[src/rtl/serial_adder_pkg.sv]
// Shared constants and state type for the bit-serial adder.
// Optional SERIAL_ADDER_OVF_EN adds a two's-complement overflow output.
package serial_adder_pkg;

    localparam int DEF_WIDTH = 8;

    localparam logic [1:0] ST_IDLE = 2'd0;
    localparam logic [1:0] ST_RUN  = 2'd1;
    localparam logic [1:0] ST_DONE = 2'd2;

    typedef enum logic [1:0] {
        S_IDLE = ST_IDLE,
        S_RUN  = ST_RUN,
        S_DONE = ST_DONE
    } state_t;

endpackage

[src/rtl/serial_adder_fa_slice.sv]
// Combinational 1-bit full adder, the single arithmetic slice
// reused every cycle by the serial adder.
module fa_slice (
    input  logic a,
    input  logic b,
    input  logic ci,
    output logic s,
    output logic co
);

    logic p;

    assign p  = a ^ b;
    assign s  = p ^ ci;
    assign co = (a & b) | (ci & p);

endmodule

[src/rtl/serial_adder.sv]
// Bit-serial WIDTH-bit adder: one fa_slice plus a carry flop, LSB first.
// Define SERIAL_ADDER_OVF_EN to add the registered Ovf output.
module serial_adder
    import serial_adder_pkg::*;
#(
    parameter int WIDTH = DEF_WIDTH
) (
    input  logic             clk,
    input  logic             rst,
    input  logic             start,
    input  logic [WIDTH-1:0] A,
    input  logic [WIDTH-1:0] B,
    input  logic             Cin,
    output logic             busy,
    output logic             done,
    output logic [WIDTH-1:0] S,
    output logic             Cout
`ifdef SERIAL_ADDER_OVF_EN
    ,
    output logic             Ovf
`endif
);

    localparam int CNT_W = $clog2(WIDTH + 1);
    localparam logic [CNT_W-1:0] LAST = CNT_W'(WIDTH - 1);

    state_t           state;
    state_t           state_nx;
    logic [WIDTH-1:0] sha;
    logic [WIDTH-1:0] shb;
    logic [WIDTH-1:0] res;
    logic [WIDTH-1:0] res_nx;
    logic [CNT_W-1:0] cnt;
    logic             carry;
    logic             fs;
    logic             fco;
    logic             load;
    logic             step;
    logic             last;

    fa_slice u_fa (
        .a  (sha[0]),
        .b  (shb[0]),
        .ci (carry),
        .s  (fs),
        .co (fco)
    );

    // Sum bits enter at the MSB so the LSB lands at bit 0 after WIDTH steps.
    assign res_nx = {fs, res[WIDTH-1:1]};

    always_comb begin
        state_nx = state;
        load     = 1'b0;
        step     = 1'b0;
        last     = 1'b0;
        busy     = 1'b0;
        done     = 1'b0;
        unique case (1'b1)
            (state == S_IDLE): begin
                if (start) begin
                    load     = 1'b1;
                    state_nx = S_RUN;
                end
            end
            (state == S_RUN): begin
                busy = 1'b1;
                step = 1'b1;
                if (cnt == LAST) begin
                    last     = 1'b1;
                    state_nx = S_DONE;
                end
            end
            (state == S_DONE): begin
                done     = 1'b1;
                state_nx = S_IDLE;
            end
            default: state_nx = S_IDLE;
        endcase
    end

    always_ff @(posedge clk) begin
        if (rst) begin
            state <= S_IDLE;
            sha   <= '0;
            shb   <= '0;
            res   <= '0;
            cnt   <= '0;
            carry <= 1'b0;
            S     <= '0;
            Cout  <= 1'b0;
`ifdef SERIAL_ADDER_OVF_EN
            Ovf   <= 1'b0;
`endif
        end else begin
            state <= state_nx;
            if (load) begin
                sha   <= A;
                shb   <= B;
                carry <= Cin;
                cnt   <= '0;
            end
            if (step) begin
                sha   <= sha >> 1;
                shb   <= shb >> 1;
                res   <= res_nx;
                carry <= fco;
                cnt   <= cnt + CNT_W'(1);
            end
            if (last) begin
                S    <= res_nx;
                Cout <= fco;
`ifdef SERIAL_ADDER_OVF_EN
                // carry still holds the carry into the MSB slice here
                Ovf  <= carry ^ fco;
`endif
            end
        end
    end

endmodule

[config.mk]
export PLATFORM = sky130hd
export DESIGN_NAME = serial_adder
export DESIGN_NICKNAME = d
export VERILOG_FILES = /design/src/rtl/serial_adder_pkg.sv /design/src/rtl/serial_adder_fa_slice.sv /design/src/rtl/serial_adder.sv
export SDC_FILE = /design/constraint.sdc
export NUM_CORES = 1
export LEC_CHECK = 0
export BUFFER_PORTS_ARGS = -buffer_cell sky130_fd_sc_hd__buf_2
export CAP_MARGIN = 15
export CORE_UTILIZATION = 58
export DETAILED_ROUTE_END_ITERATION = 10
export PLACE_DENSITY = 0.84
export SLEW_MARGIN = 20
export SYNTH_ARGS = -nofsm -noshare
export SYNTH_HDL_FRONTEND = slang
export SYNTH_SLANG_ARGS = --single-unit
[constraint.sdc]
create_clock -name clk -period 2.6 [get_ports clk]
set_input_delay 0.26 -clock clk [delete_from_list [all_inputs] [get_ports clk]]
set_output_delay 0.26 -clock clk [all_outputs]
set_load 0.02 [all_outputs]
Yosys cells after proc, flatten, opt, wreduce, memory -nomap -nowiden
Index checks and enable logic that the tools add are counted.
W data, S select, Z words.
- register bits: 40
- input bits: 20
- logic and storage cells: 42
- $add $sub $neg: 1
- equal/unequal tests: 5
- mux-type cells: 17
- bitwise logic cells: 5
- reductions and logical operators: 4
- operators with widths (operator ; count):
    $mux W7 ; 4
    $mux W1 ; 8
    $mux W4 ; 2
    $add A4 B1 Y4 const B ; 1
    $eq A4 B3 Y1 const B ; 1
    $mux W2 ; 2
    $pmux W2 S2 ; 1
    $and A1 B1 Y1 ; 2
    $eq A2 B1 Y1 const B ; 1
    $eq A2 B2 Y1 const B ; 1
    $logic_not A2 Y1 ; 1
    $ne A2 B1 Y1 const B ; 1
    $ne A2 B2 Y1 const B ; 1
    $reduce_and A2 Y1 ; 1
    $reduce_bool A2 Y1 ; 1
    $reduce_or A2 Y1 ; 1
    $xor A1 B1 Y1 ; 2
    $or A1 B1 Y1 ; 1

Longest topological paths before layout
- word-level depth: 4
- gate-level depth with buffers: 7
- gate-level depth less buffers: 4

Cells and area by module
From an unflattened synthesis, not the netlist that was laid out.
- cells, all modules: 190
- area, all modules: 1746.7 µm²
- modules (own cells, without submodules) (module ; instances ; cells each ; area an instance (µm²)):
    serial_adder ; 1 ; 189 ; 1726.7
    fa_slice ; 1 ; 1 ; 20.0

Least setup slack after synthesis
OpenSTA, ideal clock, no wires.
- path type: reg2reg
- start point: reg cnt[0]
- end point: reg Cout
- setup time: 0.072 ns
- arrival time: 1.215 ns
- required time: 2.528 ns
- setup slack: 1.314 ns
- stages on the path, launching flop included: 5
- path buffers: 0
- path through: dfxtp_1 > ha_1 > nand4b_1 > nor2_4 > mux2i_1
- cells in the longest elaborated chain, start to end: 3
- RTL lines (item ; line ; source):
    start, declared ; serial_adder.sv:33 ; logic [CNT_W-1:0] cnt;
    start signal, assigned ; serial_adder.sv:108 ; cnt <= cnt + CNT_W'(1);
    $eq A4 B3 Y1 ; serial_adder.sv:69 ; if (cnt == LAST) begin
    $mux W1 ; serial_adder.sv:69 ;
    $mux W1 ; serial_adder.sv:59 ; unique case (1'b1)
    end signal, assigned ; serial_adder.sv:112 ; Cout <= fco;
    end, declared ; serial_adder.sv:17 ; output logic Cout
No other way between the ends.
A chain may end at the register's enable or synchronous reset.

Worst setup path after layout
- start point: reg state[1]
- end point: out busy
- cells in the longest elaborated chain, start to end: 2
- RTL lines (item ; line ; source):
    start, declared ; serial_adder.sv:27 ; state_t state;
    start signal, assigned ; serial_adder.sv:96 ; state <= state_nx;
    $eq A2 B1 Y1 ; serial_adder.sv:66 ; (state == S_RUN): begin
    $mux W1 ; serial_adder.sv:59 ;
    end, declared ; serial_adder.sv:14 ; output logic busy,
No other way between the ends.

==> impl_metrics.tcl <==
set metrics [dict create \
    slew_viol_final 0 \
    synth_flop_cell "dfxtp_1" \
    critical_path_peak_fanout 27 \
    hold_end "shb[2]$_SDFFE_PP0P_" \
    violations "DRC" \
    holdWs_ns 0.141 \
    cts_root_buf "clkbuf_4" \
    postCtsHoldBufs 0 \
    holdCritStartpoint "B[2]" \
    max-vdd-ir-drop_mv 0.452 \
    dieArea_um2 3230 \
    worstHoldPathType "input port to flop" \
    relSlewSlack 0.449 \
    clock_latency_ns 0.35 \
    antenna_found_initial 0 \
    dp_slack_ns 0.818 \
    cts_setup_buffers 0 \
    critPathArrivalTime_ns 1.94 \
    fin_skew_ns 0.00914 \
    cp_slowest_stage_delay_ns 0.52 \
    core-area_um2 2810 \
    final_nets 236 \
    crit_slowest_cell "nand2b_1" \
    rsz0062_at_grt "false" \
    ios 31 \
    synth-seq-cells 39 \
    power_density_nw_per_um2 565 \
    yosys.area.top_type "dfxtp_1" \
    synth_edf_count 0 \
    final_area_um2 1910 \
    post-route-drc-count 4 \
    setup_violations 0 \
    ant_nets 0 \
    cts_buffer_depth 2 \
    clkSinkCount 39 \
    die_y_um 56.8 \
    synthesis.area_um2 1740 \
    yosys_warnings 0 \
    period_needed_ns 2.20 \
    cts.htree.levels 2 \
    placed_area_um2 1860 \
    synth.most_common_cell "dfxtp_1" \
    reg2reg_slack_ns 0.79 \
    drt-vias-per-instance 5.54 \
    cts_tree "built" \
    via_count 1362 \
    yosys-top-cells-count "39 x dfxtp_1, 31 x nand2_1, 20 x nor2_1, 19 x nand2b_1, 15 x a21oi_1" \
    area.growth.synth_to_final_pct 9.62 \
    die_x_um 56.8 \
    end_kind "primary output" \
    total_power_mw 1.08 \
    status "finished with violations" \
    routed_wirelength_um 3140 \
    std_cell_rows 19 \
    cpLargestDelayFamily "buffers and inverters" \
    finalNonFillerCells 246 \
    crit_type "flop to primary output" \
    max_freq_mhz 455 \
    ys_seq_area_frac 0.448 \
    finalCritPeriodShare 0.846 \
    setup_tns_ns 0 \
    utilization 0.681 \
    grt_pass1_wl_um 5260 \
    drt-pass1-iter-count 8 \
    synth.avg_cell_area_um2 9.17 \
    p_leak_nw 0.758 \
    cts_buffers 5 \
    ctsResizeCount 0 \
    async_reset_ff_frac 0 \
    clkSlewWorstSetupHoldPaths_ns 0.12 \
    wl_per_cell_um 12.8 \
    drt_iter0_drc 30 \
    globalplace.congestion 0.672 \
    initial_core_util 0.621 \
    worstMarginPinSlew_ns 0.827 \
    reg2reg_from "state[1]$_SDFFE_PP0P_" \
    yosysUniqueCellTypes 28 \
    first_global_vias 1267 \
    start_kind "flop" \
    layout-drive-gt1-share 0.270 \
    dp_cells 238 \
    worstPathBufferInverterCount 2 \
    portBuffers 30 \
    synth_area_leaders "dfxtp_1 45%, nand2b_1 6.8%, nand2_1 6.7%" \
    worstPathRequired_ns 2.34 \
    drv_cap 0 \
    holdPathStages 3 \
    hold_viol_final 0 \
    place_hpwl_um 2020 \
    grt_usage 0.210 \
    fin_ws_ns 0.400 \
    synth_top_area_share 0.448 \
    gr-total-overflow 0 \
    synth_fp_nets 212 \
    diodes 0 \
    grt_max_degree 49 \
    synthCells 190 \
    r2r_end "sha[4]$_SDFFE_PP0P_" \
    path_cells "nand2b_1, clkinv_4, buf_2" \
    r2r_cells 4 \
]
[final cells by class]
type | instances | area, um2
fill | 235 | 895
multi-input combinational | 136 | 871
sequential | 39 | 781
timing repair buffer | 31 | 158
clock buffer | 6 | 41.3
tap | 31 | 38.8
clock inverter | 2 | 12.5
inverter | 1 | 8.76
[metal layers]
layer	global-route usage	vias up	part of all wire
li1	-	694	-
met1	0.252	619	0.47
met2	0.340	45	0.46
met3	0.0760	4	0.060
met4	0.0836	0	0.0099
met5	0	-	0
[registers in the layout (all words and copies together) (netlist names)]
register	flops
Cout	1
res	7
carry	1
cnt	4
S	8
sha	8
shb	8
state	2
[worst max-delay path by stage]
stage	startpoint	to	slack, ns	depth (start not counted)
floorplan	cnt[0]$_SDFFE_PP0P_	Cout$_SDFFE_PP0P_	1.31	4
global placement	state[1]$_SDFFE_PP0P_	busy	0.88	3
detailed placement	state[1]$_SDFFE_PP0P_	busy	0.82	3
CTS	state[1]$_SDFFE_PP0P_	busy	0.42	3
global route	state[1]$_SDFFE_PP0P_	busy	0.28	3
finish	state[1]$_SDFFE_PP0P_	busy	0.40	3
[cells in the final DEF, fill, tap and decap left out, types with 2 or more instances in the layout]
master,instances
a211oi_1,7
mux2i_1,9
clkbuf_4,5
buf_2,30
nand2_1,31
a22oi_1,3
nand3_1,2
a21oi_2,8
nand2b_1,19
dfxtp_1,39
nor2_1,20
nor3_1,2
a211oi_2,9
a21oi_1,15
[kinds of logic after synthesis]
kind of cell | share of synthesized area
adders and majority gates | 0.0187
AOI/OAI and AO/OA | 0.217
muxes | 0.0517
and+or+nand+nor | 0.212
DFF | 0.448
buffers and inverters | 0.0524
[power breakdown]
group          internal (mW)  switching, mW  total [mW]
clock network          0.104          0.194       0.298
registers              0.625         0.0194       0.644
logic                 0.0564         0.0816       0.138
[worst min-delay path: stages]
cell,delay (ns)
buf_2,0.09
nand2_1,0.05
a211oi_1,0.05
(Power assumes the default switching activity.)
